==> config.mk <==
export PLATFORM = sky130hd
export DESIGN_NAME = beat_gen_flat
export DESIGN_NICKNAME = d
export VERILOG_FILES = /design/src/rtl/beat_gen_if.sv /design/src/rtl/beat_gen.sv /design/src/flat_wrapper.sv
export SDC_FILE = /design/constraint.sdc
export NUM_CORES = 1
export LEC_CHECK = 0
export ABC_AREA = 1
export CAP_MARGIN = 20
export CORE_AREA = 4 4 77 93
export DETAILED_ROUTE_END_ITERATION = 7
export DIE_AREA = 0 0 81 97
export HOLD_SLACK_MARGIN = 0.12
export PLACE_DENSITY = 0.74
export SLEW_MARGIN = 20
export SYNTH_ARGS = -nofsm -noshare
export SYNTH_HDL_FRONTEND = slang
export SYNTH_SLANG_ARGS = --single-unit
==> constraint.sdc <==
create_clock -name clk_i -period 2.45 [get_ports clk_i]
set_input_delay 0.735 -clock clk_i [delete_from_list [all_inputs] [get_ports clk_i]]
set_output_delay 0.735 -clock clk_i [all_outputs]
set_load 0.01 [all_outputs]
==> src/rtl/beat_gen_if.sv <==
// Bus bundle for beat_gen: tap-period input side and beat/LED/bar outputs.
// The master drives the time pulse and period; the slave (beat_gen) drives the beat indications.
interface beat_gen_if #(
    parameter int PER_WIDTH = 17
);
    logic                 tp_i;
    logic [PER_WIDTH-1:0] per_i;
    logic                 per_valid_i;
    logic                 beat_o;
    logic                 downbeat_o;
    logic                 led_o;
    logic [3:0]           bar_pos_o;
    logic                 running_o;

    modport master (
        output tp_i, per_i, per_valid_i,
        input  beat_o, downbeat_o, led_o, bar_pos_o, running_o
    );

    modport slave (
        input  tp_i, per_i, per_valid_i,
        output beat_o, downbeat_o, led_o, bar_pos_o, running_o
    );
endinterface

==> src/rtl/beat_gen.sv <==
// Tempo playback: regenerates a periodic beat from a measured tap period in tp units,
// with a stretched LED pulse and bar-position / downbeat indication.
module beat_gen #(
    parameter int PER_MAX       = 62600,
    parameter int PER_WIDTH     = 17,
    parameter int PER_MIN       = 16,
    parameter int PULSE_TP      = 8192,
    parameter int BEATS_PER_BAR = 4
) (
    input  logic        clk_i,
    input  logic        rst_i,
    beat_gen_if.slave   bus
);
    localparam int LED_W = $clog2(PULSE_TP + 1);
    localparam logic [PER_WIDTH-1:0] PER_MIN_W = PER_WIDTH'(PER_MIN);
    localparam logic [PER_WIDTH-1:0] PER_MAX_W = PER_WIDTH'(PER_MAX);
    localparam logic [LED_W-1:0]     PULSE_W   = LED_W'(PULSE_TP);
    localparam logic [3:0]           BAR_LAST  = 4'(BEATS_PER_BAR - 1);

    typedef enum logic {IDLE, RUN} state_t;

    state_t               state_reg, state_next;
    logic [PER_WIDTH-1:0] per_reg, per_next;
    logic [PER_WIDTH-1:0] phase_reg, phase_next;
    logic [LED_W-1:0]     led_cnt_reg, led_cnt_next;
    logic [3:0]           bar_pos_reg, bar_pos_next;
    logic                 led_reg, led_next;
    logic                 beat_reg, beat_next;
    logic                 downbeat_reg, downbeat_next;

    logic per_ok, accept, reject, emit;

    always_comb begin
        state_next    = state_reg;
        per_next      = per_reg;
        phase_next    = phase_reg;
        led_cnt_next  = led_cnt_reg;
        bar_pos_next  = bar_pos_reg;
        led_next      = led_reg;
        emit          = 1'b0;
        per_ok        = (bus.per_i >= PER_MIN_W) && (bus.per_i < PER_MAX_W);
        accept        = bus.per_valid_i && per_ok;
        reject        = bus.per_valid_i && !per_ok;

        case (state_reg)
            IDLE: begin
                phase_next = '0;
                if (accept) begin
                    per_next     = bus.per_i;
                    bar_pos_next = '0;
                    emit         = 1'b1;
                    state_next   = RUN;
                end
            end
            RUN: begin
                if (accept) begin
                    // A tap realigns the beat to itself; a coincident tp is not counted.
                    per_next     = bus.per_i;
                    phase_next   = '0;
                    bar_pos_next = '0;
                    emit         = 1'b1;
                end else if (reject) begin
                    state_next   = IDLE;
                    per_next     = '0;
                    phase_next   = '0;
                    bar_pos_next = '0;
                end else if (bus.tp_i) begin
                    if (phase_reg + 1'b1 == per_reg) begin
                        phase_next   = '0;
                        bar_pos_next = (bar_pos_reg == BAR_LAST) ? 4'd0 : bar_pos_reg + 4'd1;
                        emit         = 1'b1;
                    end else begin
                        phase_next = phase_reg + 1'b1;
                    end
                end
            end
            default: state_next = IDLE;
        endcase

        // A beat restarts the stretch, so the tp in a beat cycle never advances led_cnt.
        if (emit) begin
            led_next     = 1'b1;
            led_cnt_next = '0;
        end else if (reject) begin
            led_next     = 1'b0;
            led_cnt_next = '0;
        end else if (bus.tp_i && led_reg) begin
            led_cnt_next = led_cnt_reg + 1'b1;
            if (led_cnt_reg + 1'b1 == PULSE_W) begin
                led_next = 1'b0;
            end
        end

        beat_next     = emit;
        downbeat_next = emit && (bar_pos_next == 4'd0);
    end

    always_ff @(posedge clk_i) begin
        if (rst_i) begin
            state_reg    <= IDLE;
            per_reg      <= '0;
            phase_reg    <= '0;
            led_cnt_reg  <= '0;
            bar_pos_reg  <= '0;
            led_reg      <= 1'b0;
            beat_reg     <= 1'b0;
            downbeat_reg <= 1'b0;
        end else begin
            state_reg    <= state_next;
            per_reg      <= per_next;
            phase_reg    <= phase_next;
            led_cnt_reg  <= led_cnt_next;
            bar_pos_reg  <= bar_pos_next;
            led_reg      <= led_next;
            beat_reg     <= beat_next;
            downbeat_reg <= downbeat_next;
        end
    end

    assign bus.beat_o     = beat_reg;
    assign bus.downbeat_o = downbeat_reg;
    assign bus.led_o      = led_reg;
    assign bus.bar_pos_o  = bar_pos_reg;
    assign bus.running_o  = (state_reg == RUN);
endmodule

==> src/flat_wrapper.sv <==
// flat-port wrapper written by rule: the top's interface ports become plain ports
module beat_gen_flat 
#(
    parameter int PER_MAX       = 62600,
    parameter int PER_WIDTH     = 17,
    parameter int PER_MIN       = 16,
    parameter int PULSE_TP      = 8192,
    parameter int BEATS_PER_BAR = 4
)
  (clk_i, rst_i, bus_tp_i, bus_per_i, bus_per_valid_i, bus_beat_o, bus_downbeat_o, bus_led_o, bus_bar_pos_o, bus_running_o);
  beat_gen_if #(.PER_WIDTH(PER_WIDTH)) bus_i ();
  input  logic clk_i;
  input  logic rst_i;
  input wire logic [$bits(bus_i.tp_i)-1:0] bus_tp_i;
  input wire logic [$bits(bus_i.per_i)-1:0] bus_per_i;
  input wire logic [$bits(bus_i.per_valid_i)-1:0] bus_per_valid_i;
  output wire logic [$bits(bus_i.beat_o)-1:0] bus_beat_o;
  output wire logic [$bits(bus_i.downbeat_o)-1:0] bus_downbeat_o;
  output wire logic [$bits(bus_i.led_o)-1:0] bus_led_o;
  output wire logic [$bits(bus_i.bar_pos_o)-1:0] bus_bar_pos_o;
  output wire logic [$bits(bus_i.running_o)-1:0] bus_running_o;
  assign bus_i.tp_i = bus_tp_i;
  assign bus_i.per_i = bus_per_i;
  assign bus_i.per_valid_i = bus_per_valid_i;
  assign bus_beat_o = bus_i.beat_o;
  assign bus_downbeat_o = bus_i.downbeat_o;
  assign bus_led_o = bus_i.led_o;
  assign bus_bar_pos_o = bus_i.bar_pos_o;
  assign bus_running_o = bus_i.running_o;
  beat_gen #(.PER_MAX(PER_MAX), .PER_WIDTH(PER_WIDTH), .PER_MIN(PER_MIN), .PULSE_TP(PULSE_TP), .BEATS_PER_BAR(BEATS_PER_BAR)) u_core (.clk_i(clk_i), .rst_i(rst_i), .bus(bus_i));
endmodule
==> results of run 1 <==
==> logic make-up after synthesis <==
logic type | count (synthesis) | synth area share
simple gates | 306 | 0.429
compound gates | 63 | 0.109
flops | 56 | 0.335
buf+inv | 63 | 0.0756
xor+xnor | 14 | 0.0367
fa+ha+maj | 3 | 0.0112
mux | 1 | 0.00337
==> placed cells by master, fill, tap and decap left out, types with 4 or more instances in the layout <==
master           instances
a21oi_1                 42
buf_4                   19
clkbuf_8                 5
clkdlybuf4s50_1         28
dfxtp_1                 51
dfxtp_2                  4
inv_1                   48
nand2_1                168
nand2_2                  5
nand2_4                  5
nand3_1                 41
nand3_2                  4
nand3b_1                 8
nand4_1                  7
nor2_1                  30
nor2_2                  15
nor2_4                  10
nor3_1                   6
o21ai_0                  9
xor2_1                  11
==> stage by stage <==
stage | area [um2] | TNS [ps]
4_1_cts | 3970 | 0
2_1_floorplan | 3340 | 0
5_1_grt | 4040 | -6.77
3_5_place_dp | 3870 | -2180
6_report | 4040 | 0
3_3_place_gp | 3870 | -170
==> worst min-delay path, stage by stage, from the launching register on <==
cell and delay [ps]:
dfxtp_1 340, nand2_1 60, nor2_1 30
==> layer usage <==
metal | part of all wire | track usage | up-vias | routed length (um)
met1 | 0.47 | 0.275 | 1478 | 3650
li1 | - | - | 1717 | -
met3 | 0.023 | 0.0233 | 13 | 177
met2 | 0.50 | 0.364 | 41 | 3890
met5 | 0 | 0 | - | 0
met4 | 0.015 | 0.0624 | 0 | 117
==> how the worst max path moves through the flow <==
| stage | endpoint | slack [ps] | cells past startpoint |
|---|---|---|---|
| after floorplan | u_core.led_cnt_reg[0] | 290 | 9 |
| after global placement | u_core.led_cnt_reg[13] | -40 | 10 |
| after detailed placement | u_core.led_cnt_reg[10] | -160 | 10 |
| after CTS | u_core.bus.downbeat_o | 70 | 14 |
| after global routing | u_core.bus.downbeat_o | -7 | 19 |
| final | u_core.led_cnt_reg[10] | 130 | 10 |
==> timing repair <==
item / 4_1_cts / 5_1_grt
setup endpoints to repair: 0 / 36
buffers inserted: 0 / 1
resized for setup: 0 / 22
==> where the power goes <==
| part | total (mW) | switching [mW] | internal, mW | leakage [nW] |
|---|---|---|---|---|
| logic | 0.223 | 0.120 | 0.103 | 1.10 |
| registers | 0.944 | 0.0150 | 0.929 | 0.457 |
| clock network | 0.536 | 0.325 | 0.211 | 0.0463 |
==> area by class of cell <==
class,count,area [um2]
clock buffers,5,68.8
clock inverters,3,27.5
fillers,630,2290
inverters,52,203
multi-input cells,387,2020
flip-flops and latches,56,1130
well taps,85,106
repair buffers,50,483
==> out/metrics.cfg, run 1 <==
[power_and_ir_drop]
max-vdd-ir-drop_v = 0.000249
power_mw = 1.70
p_leak_nw = 1.61
p_per_area_nw_per_um2 = 421

[clocking]
cts_tree = yes
cts_buffers = 5
ctsHoldBuffers = 0
clk_pin_slew_worst_paths_ps = 100
cts_num_sinks = 56
h-tree-depth = 2
root_buffer = clkbuf_8
clk_latency_ps = 320
cts_buffer_depth = 2

[critical_path]
worstPathRequired_ps = 2700
arrival_ps = 2580
r2r_end = u_core.led_cnt_reg[10]
r2r_start = u_core.phase_reg[0]
timing.critical_path.buf_inv = 4
reg2regPathDepth = 19
cp_slowest_cell = clkdlybuf4s50_1
cp_top_family = buffers and inverters
worst-path-max-fanout = 14
cp-end-kind = flip-flop
start_kind = input pin
crit_start = bus_per_i[15]
ff2ff_setup_slack_ps = 220
cpPeakStageDelay_ps = 500
crit_path_cell_trace = clkdlybuf4s50_1 -> inv_1 -> nor4_1 -> o221ai_1 -> nand3_1 -> clkinv_1 -> a21oi_2 -> nand3_2 -> buf_12 -> a21oi_1
worstSetupPathType = input pin to flip-flop

[logic_synthesis]
synth.most_common_cell = nand2_1
synthesis.area_um2 = 3340
synth_fp_nets = 530
yosysTopAreaCellShare = 0.335
synthTopCellsByArea = dfxtp_1 (34%), nand2_1 (19%), nand3_1 (6.4%)
synth_cells = 506
yosysWarningCount = 0
yosys_register_bits = 56
ys_async_sr_fraction = 0
synth_top_area_cell = dfxtp_1
ys_seq_area_frac = 0.335
synth_cell_types = 41
synth-main-ff-cell = dfxtp_1
avgSynthCellArea_um2 = 6.60
synth_edf_count = 0
synthTopCellsByCount = nand2_1 (170), dfxtp_1 (56), inv_1 (49)

[global_route]
grt_antenna_before_repair = 0
gr-usage-all-layers = 0.212
grt_max_degree = 34
overflow = 0
grt_pass1_vias = 3083
grt_pass1_wl_um = 13500

[timing]
finalMaxSlewViolations = 0
skew_ps = 9.06
fmax_ghz = 0.431
finalCritPeriodShare = 0.948
holdWs_ps = 460
worst-slew-pin-transition_ps = 366
fin_crit_ps = 2320
finalHoldViolations = 0
slew_headroom = 0.756
setup_viol = 0
fin_ws_ps = 127

[die]
die_w_um = 81
ios = 29
row_count = 32
core_um2 = 6330
start_util = 0.528
fp.dieH_um = 97
dieArea_um2 = 7860

[hold_path]
worstHoldStart = u_core.per_reg[16]
min_to = u_core.per_reg[16]
whs_path_depth = 2
hp-class = flip-flop to flip-flop

[route]
vias_per_cell = 5.09
drc = 0
ant_nets = 0
vias = 3249
drt_wl_total_um = 7830
wl_per_cell_um = 12.3
firstDrtPassIters = 4
drt_iter0_drc = 162

[placement]
port-buffer-count = 28
place.gp.congestion = 0.864
dp_cells = 629
pre_cts_ws_ps = -155
hpwl_um = 5960

[finish]
layout.cells.non_filler = 638
drive_gt1_frac = 0.157
final_util = 0.638
areaGrowthSynthToFinish_pct = 20.9
n_antenna_cell = 0
finalNetCount = 576

[run]
max_cap_viol_count = 0

[run_status]
status = finished clean

No activity file was read; power rests on OpenSTA's default activity.
==> run 2: changes to the inputs <==
CAP_MARGIN = unset   (was 20)
==> results of run 2 <==
Same layout as run 1: the final DEF is identical, and so are final timing and power.
==> run 3: changes to the inputs <==
CTS_BUF_LIST = sky130_fd_sc_hd__clkbuf_4 sky130_fd_sc_hd__clkbuf_8   (was unset)
==> results of run 3 <==
Same layout as run 1: the final DEF is identical, and so are final timing and power.
